[src/rtl/ihex_tx.sv]
// ihex_tx: Intel HEX record encoder feeding a UART transmitter.
// Data bytes are buffered (up to MAX_LEN) and then sent as a single record
// ":LLAAAATT<DD..>CC" followed by a line end, one ASCII char per strobe.
// Optional build macro IHEX_TX_CRLF_EN: line end is CR LF instead of LF only.
//
// UART handshake: a char is offered only when i_tx_busy is low in ISSUE;
// o_tx_stb is then high for exactly one cycle with o_tx_data valid in that
// same cycle, and the following GAP cycle ignores i_tx_busy so the UART has
// time to raise it before the next char is considered.
module ihex_tx #(
    parameter int MAX_LEN = 16
) (
    input  logic        i_clk,
    input  logic        i_reset_n,
    input  logic        i_wr_stb,
    input  logic [7:0]  i_wr_data,
    input  logic        i_start,
    input  logic [15:0] i_addr,
    input  logic [7:0]  i_type,
    output logic [7:0]  o_tx_data,
    output logic        o_tx_stb,
    input  logic        i_tx_busy,
    output logic        o_busy,
    output logic        o_done,
    output logic        o_overflow,
    output logic [1:0]  o_state
);

    localparam int AW = (MAX_LEN > 1) ? $clog2(MAX_LEN) : 1;
    localparam int FW = $clog2(MAX_LEN + 1);
    localparam int IW = 10;
`ifdef IHEX_TX_CRLF_EN
    localparam int LE_LEN = 2;
`else
    localparam int LE_LEN = 1;
`endif

    typedef enum logic [1:0] {
        S_IDLE   = 2'd0,
        S_ISSUE  = 2'd1,
        S_GAP    = 2'd2,
        S_FINISH = 2'd3
    } state_e;

    state_e          state_q, state_d;
    logic [7:0]      buf_q [2**AW];
    logic [FW-1:0]   fill_q, fill_d;
    logic            ovf_q;
    logic [15:0]     addr_q;
    logic [7:0]      type_q;
    logic [7:0]      sum_q;
    logic [IW-1:0]   idx_q;
    logic [7:0]      tx_data_q;
    logic            tx_stb_q;

    logic            idle;
    logic            wr_acc;
    logic            wr_drop;
    logic            start_acc;
    logic            fire;
    logic [7:0]      ll;
    logic [7:0]      seed;
    logic [7:0]      cks;
    logic [IW-1:0]   n_chars;
    logic [IW-1:0]   data_end;
    logic [AW:0]     d_off;
    logic [7:0]      data_byte;
    logic [3:0]      nib;
    logic            use_lit;
    logic [7:0]      lit;
    logic            data_lo;
    logic [7:0]      char_out;

    // Request qualification and record geometry derived from the buffer fill.
    assign idle      = (state_q == S_IDLE);
    assign wr_acc    = idle && i_wr_stb && (fill_q != FW'(MAX_LEN));
    assign wr_drop   = idle && i_wr_stb && (fill_q == FW'(MAX_LEN));
    assign start_acc = idle && i_start;
    assign ll        = 8'(fill_q);
    assign cks       = 8'h00 - sum_q;
    assign data_end  = 10'd9 + {1'b0, ll, 1'b0};
    assign n_chars   = data_end + IW'(2 + LE_LEN);
    assign d_off     = (AW+1)'(idx_q - 10'd9);
    assign data_byte = buf_q[d_off[AW:1]];

    // State register.
    always_ff @(posedge i_clk or negedge i_reset_n) begin
        if (!i_reset_n) state_q <= S_IDLE;
        else            state_q <= state_d;
    end

    // Next-state logic: issue a char, wait one gap cycle, repeat until the line end is out.
    always_comb begin
        state_d = state_q;
        case (state_q)
            S_IDLE:   if (start_acc) state_d = S_ISSUE;
            S_ISSUE:  if (!i_tx_busy) state_d = S_GAP;
            S_GAP:    state_d = (idx_q == n_chars) ? S_FINISH : S_ISSUE;
            S_FINISH: state_d = S_IDLE;
            default:  state_d = S_IDLE;
        endcase
    end

    // FSM outputs decoded from the current state.
    always_comb begin
        fire    = (state_q == S_ISSUE) && !i_tx_busy;
        o_busy  = (state_q != S_IDLE);
        o_done  = (state_q == S_FINISH);
        o_state = state_q;
    end

    // Character selection for the current index: ':' then hex fields then line end.
    always_comb begin
        nib     = 4'h0;
        use_lit = 1'b0;
        lit     = 8'h0A;
        data_lo = 1'b0;
        if (idx_q == 10'd0) begin
            use_lit = 1'b1;
            lit     = 8'h3A;
        end else if (idx_q == 10'd1) nib = ll[7:4];
        else if (idx_q == 10'd2) nib = ll[3:0];
        else if (idx_q == 10'd3) nib = addr_q[15:12];
        else if (idx_q == 10'd4) nib = addr_q[11:8];
        else if (idx_q == 10'd5) nib = addr_q[7:4];
        else if (idx_q == 10'd6) nib = addr_q[3:0];
        else if (idx_q == 10'd7) nib = type_q[7:4];
        else if (idx_q == 10'd8) nib = type_q[3:0];
        else if (idx_q < data_end) begin
            nib     = d_off[0] ? data_byte[3:0] : data_byte[7:4];
            data_lo = d_off[0];
        end else if (idx_q == data_end) nib = cks[7:4];
        else if (idx_q == data_end + 10'd1) nib = cks[3:0];
        else begin
            use_lit = 1'b1;
`ifdef IHEX_TX_CRLF_EN
            lit = (idx_q == data_end + 10'd2) ? 8'h0D : 8'h0A;
`else
            lit = 8'h0A;
`endif
        end
        if (use_lit)          char_out = lit;
        else if (nib < 4'd10) char_out = {4'h3, nib};
        else                  char_out = 8'h37 + {4'h0, nib};
    end

    // Fill count: grows on accepted writes, cleared when a record completes.
    always_comb begin
        fill_d = fill_q;
        if (wr_acc)              fill_d = fill_q + FW'(1);
        if (state_q == S_FINISH) fill_d = '0;
        seed = ll + i_addr[15:8] + i_addr[7:0] + i_type;
        if (wr_acc) seed = seed + 8'd1;
    end

    // Data buffer: no reset needed, contents are only read below the fill count.
    always_ff @(posedge i_clk) begin
        if (wr_acc) buf_q[fill_q[AW-1:0]] <= i_wr_data;
    end

    // Record datapath: header latch, char index, running checksum, UART outputs.
    always_ff @(posedge i_clk or negedge i_reset_n) begin
        if (!i_reset_n) begin
            fill_q    <= '0;
            ovf_q     <= 1'b0;
            addr_q    <= 16'h0000;
            type_q    <= 8'h00;
            sum_q     <= 8'h00;
            idx_q     <= '0;
            tx_data_q <= 8'h00;
            tx_stb_q  <= 1'b0;
        end else begin
            fill_q   <= fill_d;
            tx_stb_q <= fire;
            if (wr_drop)             ovf_q <= 1'b1;
            if (state_q == S_FINISH) ovf_q <= 1'b0;
            if (start_acc) begin
                addr_q <= i_addr;
                type_q <= i_type;
                sum_q  <= seed;
                idx_q  <= '0;
            end
            if (fire) begin
                tx_data_q <= char_out;
                idx_q     <= idx_q + 10'd1;
                if (data_lo) sum_q <= sum_q + data_byte;
            end
        end
    end

    assign o_tx_data  = tx_data_q;
    assign o_tx_stb   = tx_stb_q;
    assign o_overflow = ovf_q;

endmodule
[config.mk]
export PLATFORM = sky130hd
export DESIGN_NAME = ihex_tx
export DESIGN_NICKNAME = d
export VERILOG_FILES = /design/src/rtl/ihex_tx.sv
export SDC_FILE = /design/constraint.sdc
export NUM_CORES = 1
export LEC_CHECK = 0
export ABC_AREA = 0
export CAP_MARGIN = 20
export CORE_MARGIN = 1.5
export CORE_UTILIZATION = 69
export DETAILED_ROUTE_END_ITERATION = 10
export DONT_BUFFER_PORTS = 1
export PLACE_DENSITY = 0.95
export SETUP_SLACK_MARGIN = 0.5
export SLEW_MARGIN = 20
export SYNTH_ARGS = -nofsm -noshare
export SYNTH_HDL_FRONTEND = slang
export SYNTH_SLANG_ARGS = --single-unit
[constraint.sdc]
create_clock -name i_clk -period 7.5 [get_ports i_clk]
set_input_delay 1.5 -clock i_clk [delete_from_list [all_inputs] [get_ports i_clk]]
set_output_delay 1.5 -clock i_clk [all_outputs]
set_load 0.005 [all_outputs]
Yosys cells after proc, flatten, opt, wreduce, memory -nomap -nowiden --
Memories as Yosys holds them, arrays and structs flattened. Index checks and enable logic that the tools add are counted.
Operators by class: $add $sub $neg 13, magnitude comparators 2, equality and inequality tests 18, muxes and demuxes 54, reduce and logical (&&, ||, !) cells 13
Operator list (number):
- $mux 4 | 13
- $eq 10x3->1 const B | 4
- $mux 8 | 5
- $mux 1 | 26
- $add 8x8->8 | 3
- $eq 10x2->1 const B | 2
- $eq 10x8->1 | 2
- $mux 10 | 2
- $add 10x1->10 const B | 1
- $eq 10x1->1 const B | 1
- $eq 10x4->1 const B | 1
- $eq 10x7->1 | 1
- $logic_not 10->1 | 1
- $lt 10x7->1 | 1
- $mux 5 | 2
- $add 5x8->8 | 1
- $add 7x1->8 const B | 1
- $add 7x2->8 const B | 1
- $add 8x1->8 const B | 1
- $pmux 2 s4 | 1
- $reduce_bool 2->1 | 4
- $sub 1x8->8 const A | 1
- $add 4x6->7 const A | 1
- $add 6x4->7 const A | 1
- other kinds (16) | 23
Storage, ports and cells: register bits after elaboration 59, memory bits (writable) 128, input bits 37, output and inout bits 14, word-level logic and storage cells 110, memories kept 1
Memory list:
- buf_q | depth 16, width 8, rd ports 1, clocked after Yosys merged registers in 0, write ports 1, line 46 | logic [7:0] buf_q [2**AW];

Longest topological paths before layout --
Gate-level depths: netlist (run 1).
depth in word-level cells 18, gate-level depth with buffers 22, gate-level depth less buffers 19

Worst setup path before layout (run 1) --
Ideal clock, no wire load.
path type input to register, from in i_addr[1], to reg sum_q[7], setup time 0.104 ns, arrival time 4.188 ns, data required time 7.396 ns, slack 3.208 ns, stages 10, buffers on the path 0, cells stage by stage fa_1 -> fa_1 -> ha_1 -> fa_1 -> a21o_1 -> a21oi_1 -> xnor2_1 -> nand4_1 -> xnor2_1 -> a221oi_1
Between the ends: longest elaborated chain between the ends 7
RTL lines:
- from (decl) | line 18 | input logic [15:0] i_addr,
- $add 8x8->8 * (2 in a row) | line 152 | seed = ll + i_addr[15:8] + i_addr[7:0] + i_type;
- $add 8x1->8 | line 153 | if (wr_acc) seed = seed + 8'd1;
- $mux 8 * | line 153
- $mux 8 * | line 177 | if (start_acc) begin
- $mux 8 | line 186 | if (data_lo) sum_q <= sum_q + data_byte;
- $mux 8 * | line 183 | if (fire) begin
- to (signal assigned) | line 186
- to (decl) | line 51 | logic [7:0] sum_q;
Every way passes the cells marked *; elsewhere a longest branch is shown, timed or not. A chain may end at the register's enable or synchronous reset.

Worst setup path in the final report (run 1) --
from reg idx_q[0], to reg sum_q[7]
Between the ends: longest elaborated chain between the ends 13, elaborated cells on any way between the ends 25, classes of those cells add/sub (2); order compare (1); eq/ne (8); mux (12); reduce/logical (1); memory (1)
RTL lines:
- from (decl) | line 52 | logic [IW-1:0] idx_q;
- from (signal assigned) | line 185 | idx_q <= idx_q + 10'd1;
- $lt 10x7->1 or $sub 5x4->5 (tied branches) | line 129, 83
- $mux 1 | line 129 | else if (idx_q < data_end) begin
- $mux 1 | line 128 | else if (idx_q == 10'd8) nib = type_q[3:0];
- $mux 1 | line 127 | else if (idx_q == 10'd7) nib = type_q[7:4];
- $mux 1 | line 126 | else if (idx_q == 10'd6) nib = addr_q[3:0];
- $mux 1 | line 125 | else if (idx_q == 10'd5) nib = addr_q[7:4];
- $mux 1 | line 124 | else if (idx_q == 10'd4) nib = addr_q[11:8];
- $mux 1 | line 123 | else if (idx_q == 10'd3) nib = addr_q[15:12];
- $mux 1 | line 122 | else if (idx_q == 10'd2) nib = ll[3:0];
- $mux 1 | line 121 | end else if (idx_q == 10'd1) nib = ll[7:4];
- $mux 1 | line 118 | if (idx_q == 10'd0) begin
- $mux 8 * | line 186
- $mux 8 * | line 183
Marked as above.

==> impl_metrics.toml, run 1 <==
[finish]
seq_area_mm2 = 0.00530
fin_nets = 1005
multi_input_area_mm2 = 0.00472
antenna_cells = 0
drive_gt1_share_pct = 8.20
syn_to_final_growth_pct = 6.29
n_fill_cell = 883

[global_routing]
antenna_found_initial = 0
grt_first_pass_wirelength_um = 42200
overflow = 0
grt.total_usage_pct = 35.4
grt_max_degree = 59
grt_pass1_vias = 7463

[clock_tree]
ctsRootBufferMaster = "clkbuf_16"
clk-insertion-delay-late_ps = 460
cts.htree.levels = 4
post-cts-setup-buffers = 0
cts_sinks = 186
cts-resized-gates = 0
cts-hold-fix-buffers = 0
cts_made_buffers = 17
cts_max_path_buffers = 2
cts_tree = "built"
clk_pin_slew_ps = 80

[detailed_routing]
routed_wl_um = 27100
ant_nets = 0
wl_met2_um = 12500
drc = 0
wire_per_inst_um = 24.4
viasPerCell = 7.16
route.met3.wl_um = 3830
drtPass1Iterations = 9
top_layer = "met4"
dr_total_vias = 7955
wl_met1_um = 9780
dr.first_iter.drc_count = 1313

[synthesis]
async_flop_share_pct = 31.2
ys_ff_latch = 186
synth_ff_type = "edfxtp_1"
yosys.area.top_type = "edfxtp_1"
netlist_instances = 942
yosys_warnings = 0
synth_seq_area_share_pct = 51.1
syn_avg_cell_area_um2 = 11.0
ys_top_cells_by_area = "edfxtp_1, dfrtp_1, nand2_1"
synth_enable_flop_cells = 128
synth_nets = 1033
synth_area_mm2 = 0.0104
synth_top_area_share_pct = 37.1
synth.distinct_cells = 88

[worst_hold_path]
holdPathStages = 2
hold_end = "addr_q[1]"
hold_path.class = "flop to flop"
worstHoldStart = "addr_q[1]"

[die]
rows = 44
start_util_pct = 71.1
pin_count = 51
die_x_um = 126
die_y_um = 126
coreArea_mm2 = 0.0146
die_area_mm2 = 0.0158

[worst_setup_path]
r2r_start = "idx_q[0]"
path_cells = "inv_1 > ha_1 > nor2b_1 > o21ai_0 > a21oi_1 > nand3_1 > a41oi_1 > a21oi_1 > ha_1 > a21o_1 > a21oi_1 > o21bai_1 > a21oi_1 > o21bai_1 > a21oi_1 > xor2_1 > nor2_1 > nor3_1 > a221oi_1"
cp_slowest_cell = "dfrtp_1"
cpMostUsedCell = "a21oi_1"
r2r_slack_ps = 1670
cp.arrival_ps = 6160
cp_max_fo = 19
rr_worst_depth = 19
crit_required_ps = 7830
r2r_end = "sum_q[7]"
critPathBufInv = 1
critPathKind = "flop to flop"
slowest_delay_ps = 620
worstSetupEndpointType = "flop"
cpLargestDelayFamily = "compound AO/OA/AOI/OAI gates"
start_kind = "flop"

[placement]
portBuffers = 0
hpwlAfterDp_um = 18000
place_ws_ps = 2110
gp_congestion = 0.951

[power]
totalPowerFinal_mw = 4.72
p_clk_share_pct = 20.0
pwr_density_cell_mw_per_mm2 = 428
internal_power_mw = 2.64
p_sw_mw = 2.08
p_leak_nw = 4.26
peakVddDrop_uv = 348
seqPwrFrac_pct = 30.2
netSwitchingFraction_pct = 44.1
power_frac_comb_pct = 49.9

[sta]
setup_ws_ps = 1670
rsz0062_at_grt = "false"
max_freq_ghz = 0.171
fin_worst_skew_ps = 15.6
fin_crit_sh_pct = 77.8
finalSetupViolCount = 0
worst_pin_slew_ps = 1120
fin_crit_ps = 5830
setup-tns-final_ps = 0
slew_viol_final = 0
hold_viol_final = 0
relSlewSlack_pct = 25.2

[job]
drv_cap = 0

[outcome]
status = "finished clean"
==> state kept, by name, summed over array words and instances (netlist names), 2 cells and up <==
register / cells
buf_q: 128
addr_q: 16
idx_q: 10
sum_q: 8
type_q: 8
o_tx_data: 7
fill_q: 5
o_state: 2
==> cells in the final DEF, fill, tap and decap left out, types with 8 or more instances in the layout <==
master | synthesis | layout
ha_1 | 41 | 40
nand2b_1 | 11 | 11
o22ai_1 | 8 | 8
and3_1 | 27 | 27
nand2_1 | 150 | 150
a211oi_1 | 10 | 10
nand4_1 | 9 | 9
o211ai_1 | 11 | 11
inv_1 | 21 | 21
xor2_1 | 19 | 19
a21oi_1 | 43 | 43
buf_4 | 2 | 8
nor3_1 | 32 | 31
nand3_1 | 24 | 24
clkbuf_16 | 0 | 17
nor2_1 | 39 | 39
mux2i_1 | 24 | 24
fa_1 | 13 | 13
nor3b_1 | 10 | 10
dfrtp_1 | 58 | 58
edfxtp_1 | 128 | 128
mux2_2 | 8 | 8
xnor2_1 | 25 | 25
o21ai_0 | 43 | 43
==> power by group through the flow <==
stage,Combinational [mW],Sequential [mW],Clock (mW)
after floorplan,1.76,1.36,0
after global placement,2.11,1.43,0
after global routing,2.51,1.44,0.974
after detailed placement,2.22,1.43,0
final,2.35,1.43,0.942
after CTS,2.27,1.41,0.936
==> worst reg2reg max path, stage by stage, from the launching register on <==
cell and delay, ps:
dfrtp_1 620, inv_1 350, ha_1 360, nor2b_1 550, o21ai_0 410, a21oi_1 540, nand3_1 230, a41oi_1 360
a21oi_1 130, ha_1 310, a21o_1 170, a21oi_1 270, o21bai_1 130, a21oi_1 270, o21bai_1 120, a21oi_1 190
xor2_1 100, nor2_1 190, nor3_1 90, a221oi_1 300
==> stage by stage <==
step                      hold WS [ps]  cell area [µm²]  cells  utilization (%)
after global placement             457            10400   1079             71.2
after floorplan                    437            10400    942                -
after global routing               520            11000   1111             75.5
after CTS                          488            11000   1111             75.5
final                              491            11000   1111             75.5
after detailed placement           467            10400   1079             71.2
==> per-layer routing <==
layer | up-vias | GRT usage, %
li1 | 3424 | -
met1 | 3748 | 47.9
met2 | 669 | 53.5
met3 | 114 | 11.7
met4 | 0 | 14.4
met5 | - | 0
==> logic make-up (layout without fill, tap and decap cells) <==
family	Yosys count	in the layout	synth area share, %
multiplexers	42	42	5.21
other	1	1	0.0362
AO/OA/AOI/OAI	189	189	12.2
AND/OR/NAND/NOR	346	346	16.4
adder cells (fa/ha/maj)	54	54	7.46
buffers and inverters	78	63	3.43
flip-flops	186	186	51.1
XOR/XNOR	46	46	4.09
==> cell type report <==
cell class,instances,area share (%)
Sequential cell,186,48.1
Timing Repair Buffer,8,0.545
Multi-Input combinational cell,678,42.9
Clock inverter,15,1.79
Inverter,23,0.783
Tap cell,184,2.09
Clock buffer,17,3.86
==> worst max path at each step <==
stage,from,end,slack [ps],depth (start not counted)
finish,idx_q[0],sum_q[7],1670,19
global route,idx_q[0],sum_q[7],1350,19
CTS,idx_q[0],sum_q[7],1800,19
detailed placement,idx_q[0],sum_q[7],2110,19
global placement,idx_q[0],sum_q[7],2550,19
floorplan,i_addr[1],sum_q[7],3210,10
==> synth_stat cells (all sizes together), types with 10 or more instances <==
library cell	count
nand2	151
edfxtp	128
dfrtp	58
o21ai	48
a21oi	43
ha	41
nor2	39
clkbuf	36
nor3	33
and3	27
xnor2	25
mux2i	24
nand3	24
inv	22
xor2	20
buf	19
fa	13
nand2b	11
o211ai	11
a211oi	10
mux2	10
nor3b	10
(Power assumes the default switching activity.)
==> run 2, diff against run 1 <==
--- a/config.mk
+++ b/config.mk
@@ -8,10 +8,10 @@
 export ABC_AREA = 0
 export CAP_MARGIN = 20
 export CORE_MARGIN = 1.5
-export CORE_UTILIZATION = 69
+export CORE_UTILIZATION = 64
 export DETAILED_ROUTE_END_ITERATION = 10
 export DONT_BUFFER_PORTS = 1
-export PLACE_DENSITY = 0.95
+export PLACE_DENSITY = 0.9
 export SETUP_SLACK_MARGIN = 0.5
 export SLEW_MARGIN = 20
 export SYNTH_ARGS = -nofsm -noshare
==> constraint.sdc (replaced) <==
create_clock -name i_clk -period 5.5 [get_ports i_clk]
set_input_delay 1.1 -clock i_clk [delete_from_list [all_inputs] [get_ports i_clk]]
set_output_delay 1.1 -clock i_clk [all_outputs]
set_load 0.005 [all_outputs]
==> run 2 against run 1 <==
Clock skew decreased by 1.9 ps; clock-buffer cell count increased by 1; setup slack worse by 730 ps; global-route usage is 2.8 points lower; first-iteration DRC count up 7.9%; core utilization is 5.3 points lower; sequential share of layout area down 0.45 points; maximum frequency up 28%; critical endpoint unchanged; largest power group unchanged.
==> impl_metrics.toml, run 2 (same netlist as run 1, synthesis figures left out) <==
[sta]
fin_worst_skew_ps = 13.7
fin_crit_ps = 4570
finalSetupViolCount = 0
rsz0062_at_grt = "false"
hold_viol_final = 0
slew_viol_final = 0
relSlewSlack_pct = 30.7
max_freq_ghz = 0.219
worst_pin_slew_ps = 1010
setup-tns-final_ps = 0
setup_ws_ps = 932
fin_crit_sh_pct = 83.1

[die]
coreArea_mm2 = 0.0158
die_area_mm2 = 0.0170
rows = 46
die_y_um = 130
pin_count = 51
die_x_um = 130
start_util_pct = 65.5

[power]
p_leak_nw = 4.29
pwr_density_cell_mw_per_mm2 = 577
peakVddDrop_uv = 383

[global_routing]
antenna_found_initial = 0
grt_pass1_vias = 7250
grt_first_pass_wirelength_um = 40700
overflow = 0
grt.total_usage_pct = 32.7
grt_max_degree = 59

[clock_tree]
cts-hold-fix-buffers = 0
cts_sinks = 186
cts_max_path_buffers = 2
ctsRootBufferMaster = "clkbuf_16"
cts.htree.levels = 4
clk-insertion-delay-late_ps = 440
post-cts-setup-buffers = 0
cts-resized-gates = 0
cts_made_buffers = 17
clk_pin_slew_ps = 80
cts_tree = "built"

[detailed_routing]
wire_per_inst_um = 23.3
drtPass1Iterations = 8
routed_wl_um = 26800
dr.first_iter.drc_count = 1417
dr_total_vias = 7885
viasPerCell = 6.86
ant_nets = 0
drc = 0

[placement]
gp_congestion = 0.982
portBuffers = 0
place_ws_ps = 914
hpwlAfterDp_um = 17800

[worst_setup_path]
critPathKind = "flop to flop"
cp_slowest_cell = "ha_1"
cp_max_fo = 23
cp.arrival_ps = 4890
path_cells = "inv_1 > ha_1 > buf_4 > nor3b_1 > o211ai_1 > nand2_1 > o41ai_1 > and4_4 > ha_1 > a21oi_1 > o21bai_1 > a21oi_1 > o21bai_1 > a21oi_1 > xor2_1 > nor2_1 > nor3_1 > a221oi_1"
crit_required_ps = 5820
slowest_delay_ps = 600
worstSetupEndpointType = "flop"
start_kind = "flop"
cpMostUsedCell = "a21oi_1"

[finish]
fin_util_pct = 70.3
fin_nets = 1012
drive_gt1_share_pct = 8.99
n_fill_cell = 1064
antenna_cells = 0
syn_to_final_growth_pct = 7.29
final_common_cell = "nand2_1"
largest_reg_flops = 128
mostFrequentLayoutCells = "nand2_1, edfxtp_1, dfrtp_1, a21oi_1, o21ai_0"

[outcome]
status = "finished clean"

[worst_hold_path]
hold_path.class = "primary input to async pin"

[job]
drv_cap = 0
## run 2: layout make-up
type	instances	area, µm²	share of cell area, %
inverters	23	86.3	0.776
clock buffers	18	429	3.86
well taps	216	270	2.43
clock inverters	14	196	1.77
multi-input cells	678	4730	42.6
repair buffers	15	113	1.01
flip-flops and latches	186	5300	47.6
## run 2: power breakdown
part / leakage [nW] / switching, mW / internal [mW]
Clock: 0.295 / 0.623 / 0.661
Combinational: 2.12 / 1.96 / 1.25
Sequential: 1.88 / 0.226 / 1.70
## run 2: worst paths after layout
| check | start | to | slack (ps) | cells past startpoint |
|---|---|---|---|---|
| worst min-delay path | i_reset_n | idx_q[8] | 340 | 0 |
| worst min register to register | addr_q[0] | addr_q[0] | 480 | 2 |
| max in group asynchronous | i_reset_n | sum_q[7] | 5040 | 0 |
| worst max register to register | idx_q[1] | sum_q[7] | 930 | 18 |
| worst max-delay path | idx_q[1] | sum_q[7] | 930 | 18 |
| min in group i_clk | addr_q[0] | addr_q[0] | 480 | 2 |
## run 2: routing by layer
metal	track usage, %	part of all wire (%)
met3	8.61	12
met4	13.3	3.8
met1	46.7	39
met2	47.9	45
met5	0	0
## run 2: through the flow
| step | hold WS [ps] | instance area [µm²] | total power [mW] | cells |
|---|---|---|---|---|
| floorplan | 437 | 10400 | 4.26 | 942 |
| global placement | 453 | 10500 | 4.88 | 1118 |
| detailed placement | 459 | 10500 | 4.96 | 1118 |
| CTS | 337 | 11100 | 6.29 | 1150 |
| global route | 332 | 11100 | 6.70 | 1150 |
| finish | 343 | 11100 | 6.41 | 1150 |
## run 2: critical path: cells and delay by family (launching register included)
family	cells	cell delay, ps
AOI/OAI and AO/OA	8	1720
and+or+nand+nor	5	690
xor gates and xnor gates	1	80
DFF	1	550
buffers and inverters	2	510
adders and majority gates	2	870
==> run 3, diff against run 2 <==
--- a/config.mk
+++ b/config.mk
@@ -8,10 +8,10 @@
 export ABC_AREA = 0
 export CAP_MARGIN = 20
 export CORE_MARGIN = 1.5
-export CORE_UTILIZATION = 64
+export CORE_UTILIZATION = 58
 export DETAILED_ROUTE_END_ITERATION = 10
 export DONT_BUFFER_PORTS = 1
-export PLACE_DENSITY = 0.9
+export PLACE_DENSITY = 0.86
 export SETUP_SLACK_MARGIN = 0.5
 export SLEW_MARGIN = 20
 export SYNTH_ARGS = -nofsm -noshare
==> constraint.sdc (replaced) <==
create_clock -name i_clk -period 4 [get_ports i_clk]
set_input_delay 0.8 -clock i_clk [delete_from_list [all_inputs] [get_ports i_clk]]
set_output_delay 0.8 -clock i_clk [all_outputs]
set_load 0.005 [all_outputs]
==> run 3 against run 2 <==
The run now ends with setup timing left; cell area increased by 12%; register-to-register slack worse by 1000 ps; sequential power is 36% higher; setup slack lost 1000 ps; clock-buffer cell count is 1 lower; wire length increased by 26%; power rose by 74%; sequential share of layout area down 5.0 points; die area increased by 10%; via count up 15%; sequential cell count is the same; final cell count grew 8.5%.
==> impl_metrics.toml, run 3 (same netlist as run 1, synthesis figures left out) <==
[power]
internal_power_mw = 6.25
pwr_density_cell_mw_per_mm2 = 895
p_leak_nw = 4.82
p_sw_mw = 4.89
p_clk_share_pct = 14.8
seqPwrFrac_pct = 23.6
power_frac_comb_pct = 61.6
peakVddDrop_uv = 484
netSwitchingFraction_pct = 43.9

[detailed_routing]
drc = 0
dr.first_iter.drc_count = 2148
ant_nets = 0
routed_wl_um = 33800
dr_total_vias = 9103
viasPerCell = 7.29
drtPass1Iterations = 9
wire_per_inst_um = 27.1

[global_routing]
grt_pass1_vias = 8054
grt_max_degree = 59
grt_first_pass_wirelength_um = 45800
antenna_found_initial = 0
overflow = 0
grt.total_usage_pct = 33.4

[finish]
largest_reg_flops = 128
n_fill_cell = 999
final_common_cell = "nand2_1"
antenna_cells = 0
fin_nets = 1102
syn_to_final_growth_pct = 20.0
multi_input_area_mm2 = 0.00526
seq_area_mm2 = 0.00530
drive_gt1_share_pct = 23.9
mostFrequentLayoutCells = "nand2_1, edfxtp_1, buf_4, dfrtp_1, nor2_1"

[worst_setup_path]
start_kind = "flop"
cp_slowest_cell = "dfrtp_1"
path_cells = "buf_6 > buf_6 > o31ai_4 > buf_6 > and2_4 > buf_12 > nand2_1 > nand3_2 > a41oi_2 > a21oi_2 > ha_1 > a21o_1 > a21oi_2 > o21bai_1 > a21oi_2 > o21bai_1 > a21oi_1 > xor2_1 > nor2_1 > nor3_1 > a221oi_1"
cp_max_fo = 8
slowest_delay_ps = 400
crit_required_ps = 4300
critPathKind = "flop to flop"
rr_worst_depth = 21
cp.arrival_ps = 4370
worstSetupEndpointType = "flop"

[clock_tree]
clk_pin_slew_ps = 80
cts.htree.levels = 4
cts_made_buffers = 17
cts_tree = "built"
ctsRootBufferMaster = "clkbuf_16"
cts_sinks = 186
clk-insertion-delay-late_ps = 460
cts_max_path_buffers = 2
cts-hold-fix-buffers = 0

[sta]
fin_worst_skew_ps = 16.8
max_freq_ghz = 0.246
setup-tns-final_ps = -105
worst_pin_slew_ps = 763
setup_ws_ps = -67.3
fin_crit_ps = 4070
rsz0062_at_grt = "true"
fin_crit_sh_pct = 102
relSlewSlack_pct = 48.8
slew_viol_final = 0
finalSetupViolCount = 2
hold_viol_final = 0

[placement]
portBuffers = 0
hpwlAfterDp_um = 18600
gp_congestion = 0.968
place_ws_ps = 54.7

[worst_hold_path]
hold_path.class = "primary input to async pin"

[die]
die_area_mm2 = 0.0187
die_y_um = 137
start_util_pct = 59.7
die_x_um = 137
rows = 48
pin_count = 51
coreArea_mm2 = 0.0174

[job]
drv_cap = 0

[outcome]
status = "complete, but fails checks"
violations = "setup timing"
## run 3: power by group through the flow
stage	Sequential, mW	Combinational, mW	Clock (mW)
CTS	2.59	5.57	1.61
global route	2.65	7.10	1.69
floorplan	2.55	3.44	0
finish	2.63	6.86	1.64
detailed placement	2.63	4.51	0
global placement	2.62	4.36	0
## run 3: final cells by class
type | count | area share (%)
clock buffer | 17 | 3.42
clock inverter | 14 | 1.05
inverter | 23 | 0.734
multi-input combinational | 679 | 42.3
sequential | 186 | 42.6
tap | 225 | 2.26
timing repair buffer | 104 | 7.63
## run 3: worst paths after layout
kind / slack [ps] / start / to
max: -70 / idx_q[1] / sum_q[7]
min: 30 / i_reset_n / sum_q[0]
max reg2reg: -70 / idx_q[1] / sum_q[7]
min reg2reg: 480 / addr_q[8] / addr_q[8]
max in group asynchronous: 3860 / i_reset_n / sum_q[5]
min in group i_clk: 440 / i_wr_data[0] / buf_q[5][0]
## run 3: per-layer routing
layer | routed length, µm | global-route usage [%] | vias up
met5 | 0 | 0 | -
met4 | 2670 | 16.8 | 0
met3 | 4610 | 7.04 | 293
met2 | 14900 | 51.7 | 933
met1 | 11600 | 44.7 | 4262
li1 | - | - | 3615
## run 3: critical path, delay by kind of cell (launching register included)
family	cells	cell delay (ps)
and+or+nand+nor	5	830
AOI/OAI and AO/OA	10	1680
adders and majority gates	1	250
buffers and inverters	4	570
xor gates and xnor gates	1	180
DFF	1	400
## run 3: what timing repair did
action | in CTS | in global routing
pin swaps | 36 | 49
setup endpoints to repair | 9 | 13
gates cloned | 2 | 0
gates resized for setup | 61 | 61
setup buffers | 37 | 25
## run 3: through the flow
step	hold slack, ps	utilization, %	cells	area (µm²)	power [mW]
final	32.9	71.7	1248	12400	11.1
after CTS	43.3	69.0	1223	12000	9.76
after global routing	30.2	71.7	1248	12400	11.4
after detailed placement	460	62.2	1153	10800	7.13
after global placement	452	62.2	1153	10800	6.98
after floorplan	437	-	942	10500	5.99
